File: src/rtl/instruction_fetch.sv
// Fetch stage for the A2K multi-cycle core: PC register, request/ack instruction fetch, next-PC redirect.
// Optional IFETCH_PERF_EN adds fetch_count / wait_count performance counters.
module instruction_fetch #(
    parameter logic [31:0] RESET_PC = 32'h0000_0000
) (
    input  logic        clk,
    input  logic        rst_n,
    output logic        imem_req,
    output logic [31:0] imem_addr,
    input  logic        imem_ack,
    input  logic [31:0] imem_rdata,
    output logic [31:0] instr,
    output logic [5:0]  opcode,
    output logic        instr_valid,
    output logic [31:0] pc,
    output logic [31:0] pc_plus4,
    input  logic        instr_done,
    input  logic        jump,
    input  logic        brancheq,
    input  logic        branchne,
    input  logic        alu_zero
`ifdef IFETCH_PERF_EN
    ,
    output logic [31:0] fetch_count,
    output logic [31:0] wait_count
`endif
);

    // state | meaning
    // BOOT  | first cycle after reset, no request yet
    // REQ   | request outstanding at imem_addr = pc, waiting for imem_ack
    // VALID | instr holds a fetched instruction, waiting for instr_done
    typedef enum logic [1:0] {
        BOOT  = 2'd0,
        REQ   = 2'd1,
        VALID = 2'd2
    } state_t;

    state_t      state;
    state_t      state_nxt;
    logic        fetch_accept;
    logic        retire;
    logic        branch_taken;
    logic [31:0] branch_offset;
    logic [31:0] jump_target;
    logic [31:0] next_pc;

    always_ff @(posedge clk or negedge rst_n) begin
        if (!rst_n) begin
            state <= BOOT;
        end else begin
            state <= state_nxt;
        end
    end

    always_comb begin
        state_nxt = state;
        case (state)
            BOOT:    state_nxt = REQ;
            REQ:     if (imem_ack) state_nxt = VALID;
            VALID:   if (instr_done) state_nxt = REQ;
            default: state_nxt = BOOT;
        endcase
    end

    always_comb begin
        imem_req    = (state == REQ);
        instr_valid = (state == VALID);
    end

    assign fetch_accept = (state == REQ) && imem_ack;
    assign retire       = (state == VALID) && instr_done;

    assign pc_plus4      = pc + 32'd4;
    assign imem_addr     = pc;
    assign opcode        = instr[31:26];
    assign branch_taken  = (brancheq & alu_zero) | (branchne & ~alu_zero);
    assign branch_offset = {{14{instr[15]}}, instr[15:0], 2'b00};
    assign jump_target   = {pc_plus4[31:28], instr[25:0], 2'b00};

    // Jump has priority over any branch decode.
    always_comb begin
        next_pc = pc_plus4;
        if (jump) begin
            next_pc = jump_target;
        end else if (branch_taken) begin
            next_pc = pc_plus4 + branch_offset;
        end
    end

    always_ff @(posedge clk or negedge rst_n) begin
        if (!rst_n) begin
            pc    <= RESET_PC;
            instr <= 32'h0;
        end else begin
            if (fetch_accept) begin
                instr <= imem_rdata;
            end
            if (retire) begin
                pc <= next_pc;
            end
        end
    end

`ifdef IFETCH_PERF_EN
    always_ff @(posedge clk or negedge rst_n) begin
        if (!rst_n) begin
            fetch_count <= 32'h0;
            wait_count  <= 32'h0;
        end else if (state == REQ) begin
            if (imem_ack) begin
                fetch_count <= fetch_count + 32'd1;
            end else begin
                wait_count <= wait_count + 32'd1;
            end
        end
    end
`endif

endmodule

File: config.mk
export PLATFORM = sky130hd
export DESIGN_NAME = instruction_fetch
export DESIGN_NICKNAME = d
export VERILOG_FILES = /design/src/rtl/instruction_fetch.sv
export SDC_FILE = /design/constraint.sdc
export NUM_CORES = 1
export LEC_CHECK = 0
export BUFFER_PORTS_ARGS = -buffer_cell sky130_fd_sc_hd__buf_2
export CORE_ASPECT_RATIO = 0.8
export CORE_UTILIZATION = 52
export CTS_BUF_LIST = sky130_fd_sc_hd__clkbuf_4 sky130_fd_sc_hd__clkbuf_8 sky130_fd_sc_hd__clkbuf_16
export CTS_CLUSTER_DIAMETER = 50
export CTS_CLUSTER_SIZE = 25
export DETAILED_ROUTE_END_ITERATION = 10
export GPL_TIMING_DRIVEN = 0
export PLACE_DENSITY = 0.82
export REMOVE_ABC_BUFFERS = 1
export SLEW_MARGIN = 5
export SYNTH_ARGS = -nofsm -noshare
export SYNTH_HDL_FRONTEND = slang
export SYNTH_SLANG_ARGS = --single-unit
File: constraint.sdc
create_clock -name clk -period 3.95 [get_ports clk]
set_input_delay 0.5925 -clock clk [delete_from_list [all_inputs] [get_ports clk]]
set_output_delay 0.5925 -clock clk [all_outputs]
set_load 0.01 [all_outputs]
==> results.py <==
metrics = {
    "cts": {
        "clk_path_buf_depth": 2,
        "clk_pin_slew_ns": 0.06,
        "cts.htree.levels": 3,
        "cts_tree": "done",
        "cts_hold_buf": 0,
        "cts_sinks": 64,
        "cts_made_buffers": 9,
        "clock_latency_ns": 0.34,
        "cts_root_buffer": "clkbuf_16",
    },
    "cells_and_area": {
        "multi_input_area_mm2": 0.00353,
        "fill_cells": 777,
        "final_util": 0.686,
        "layout_commonest_cell": "buf_2",
        "design_area_mm2": 0.00670,
        "n_antenna_cell": 0,
        "nets": 830,
        "seq_area_mm2": 0.00161,
        "layout_common_cells": "168 x buf_2, 80 x nand2_1, 54 x dfrtp_1",
        "area_growth_pct": 26.8,
        "drive_above_1_share": 0.391,
    },
    "synth": {
        "yosysSeqAreaShare": 0.303,
        "synthFlopType": "dfrtp_1",
        "synth_compound_area_frac": 0.204,
        "synth_seq_cells": 64,
        "synthCells": 610,
        "syn_area_per_cell_um2": 8.67,
        "synth_edf_count": 0,
        "synth_top_family_by_area": "compound AO/OA/AOI/OAI gates",
        "synth_area_mm2": 0.00529,
        "synthAdderAreaFrac": 0.0890,
        "synth_mux_area_frac": 0.0779,
        "synth-xor-area-share": 0.0895,
        "synth-simple-area-share": 0.153,
        "yosysWarnings": 0,
        "ys_types": 64,
        "synthArstFlopShare": 1.00,
    },
    "route": {
        "dr.pass1.iters": 5,
        "drcViolationCount": 0,
        "wl_per_cell_um": 17.3,
        "antenna_left": 0,
        "finalWirelength_mm": 15.5,
        "vias": 5187,
        "vias_per_cell": 5.80,
        "drt-initial-drc-count": 344,
    },
    "timing": {
        "fin_crit_ns": 3.88,
        "hold_slack_ns": 0.330,
        "hold_viol_final": 0,
        "maxSlewHeadroom": 0.325,
        "fmax_mhz": 258,
        "finClkSkew_ns": 0.00565,
        "worst_slack_ns": 0.0735,
        "rsz0062_at_grt": "true",
        "setup_viol": 0,
        "drv_slew": 0,
        "worstMarginPinSlew_ns": 1.01,
        "min_period_over_period": 0.981,
    },
    "floorplanning": {
        "die_height_um": 92.2,
        "die-area_mm2": 0.0106,
        "fp-row-count": 32,
        "io_pins": 176,
        "start_util": 0.541,
        "core_mm2": 0.00977,
        "die_w_um": 115,
    },
    "hold_path": {
        "hold_class": "in -> async",
    },
    "placement": {
        "dpl.hpwl_mm": 10.9,
        "preCtsSetupSlack_ns": -0.475,
        "placed_area_mm2": 0.00596,
        "routabilityCongestion": 0.924,
        "portBuffers": 169,
    },
    "status": {
        "outcome": "completed",
    },
    "critical_path": {
        "start_kind": "register",
        "cp.arrival_ns": 4.05,
        "rr_worst_depth": 16,
        "crit_required_ns": 4.12,
        "worstSetupPathType": "reg -> reg",
        "endpoint_kind": "register",
        "cp_max_fo": 5,
    },
    "global_routing": {
        "grt_pass1_wl_mm": 23.7,
        "grt_pass1_vias": 4692,
        "grt_start_max_net_pins": 65,
        "grtUsageTotal": 0.289,
        "grt-ovfl-total": 0,
        "antenna_found_initial": 0,
    },
    "flow_run": {
        "cap_violations": 0,
    },
    "power": {
        "power_leakage_nw": 3.26,
        "peakVddDrop_mv": 0.601,
        "powerDensity_mw_per_mm2": 1040,
    },
}
[routing by layer]
layer	share of wire	wire length (µm)	track usage
met5	0	0	0
met4	0.020	308	0.106
met3	0.073	1130	0.0568
met2	0.45	7020	0.454
met1	0.45	7020	0.394
[logic make-up (layout without fill, tap and decap cells)]
logic type,count (synthesis),after routing
DFF,64,64
AOI/OAI and AO/OA,163,163
and+or+nand+nor,179,179
buffers and inverters,75,218
adders and majority gates,37,37
other,1,6
xor gates and xnor gates,54,54
muxes,37,37
[synthesized netlist by cell type (5+ instances only)]
cell / n / share of area
a211oi_1: 7 / 0.0099
a21o_1: 16 / 0.023
a21oi_1: 42 / 0.040
and3_1: 8 / 0.0095
buf_4: 42 / 0.060
clkbuf_1: 17 / 0.012
dfrtp_1: 64 / 0.30
ha_1: 36 / 0.085
inv_1: 12 / 0.0085
mux2_2: 33 / 0.070
nand2_1: 82 / 0.058
nand3_1: 16 / 0.015
nor2_1: 35 / 0.025
nor2b_1: 5 / 0.0059
nor3_1: 10 / 0.0095
o211ai_1: 14 / 0.020
o21ai_0: 17 / 0.016
o21ai_1: 23 / 0.022
xnor2_1: 30 / 0.050
xor2_1: 24 / 0.040
[state kept, by name, indices dropped and copies added (netlist names)]
register	cells
instr	32
imem_addr	30
state	2
[worst max-delay path, stage by stage, from the launching register on]
cell and delay, ns:
dfrtp_1 0.41, and3_4 0.24, nand3_4 0.13, or3_4 0.44, nor2_2 0.14, xor2_2 0.23
ha_4 0.25, a21oi_1 0.15, o21ai_1 0.11, a21o_1 0.19, a21o_1 0.22, a21oi_4 0.16
o21ai_2 0.10, a221oi_2 0.34, xnor2_1 0.16, a221oi_1 0.32, o22ai_1 0.11
[layout make-up]
| type | count | share of cell area |
|---|---|---|
| clock buffer | 10 | 0.0357 |
| clock inverter | 6 | 0.0136 |
| inverter | 13 | 0.00728 |
| multi-input combinational | 476 | 0.527 |
| sequential | 64 | 0.241 |
| tap | 136 | 0.0254 |
| timing repair buffer | 189 | 0.150 |
[through the flow]
stage,setup TNS (ns),total power [mW],std cells
2_1_floorplan,0,4.28,553
3_3_place_gp,-1.44,5.50,858
3_5_place_dp,-1.38,5.62,859
4_1_cts,0,6.59,877
5_1_grt,-0.246,7.48,894
6_report,0,6.98,894
[final timing paths]
check	startpoint	end	slack, ns
max	imem_addr[7]	imem_addr[26]	0.07
min	rst_n	instr[17]	0.33
max reg2reg	imem_addr[7]	imem_addr[26]	0.07
min reg2reg	state[1]	state[0]	0.52
max in group asynchronous	rst_n	imem_addr[2]	3.00
min in group clk	imem_ack	state[0]	0.47
[where the power goes]
group | internal (mW) | leakage (nW) | total (mW) | switching, mW
clock network | 0.572 | 0.163 | 0.880 | 0.307
registers | 0.979 | 0.758 | 1.46 | 0.477
logic | 2.08 | 2.34 | 4.64 | 2.57
total | 3.63 | 3.26 | 6.98 | 3.35
[what timing repair did]
action | 4_1_cts | 5_1_grt
pin swaps | 1 | 14
hold endpoints to repair | 0 | 0
buffers inserted | 2 | 17
gates resized for setup | 23 | 37
setup endpoints to repair | 11 | 8
(Power assumes the default switching activity.)
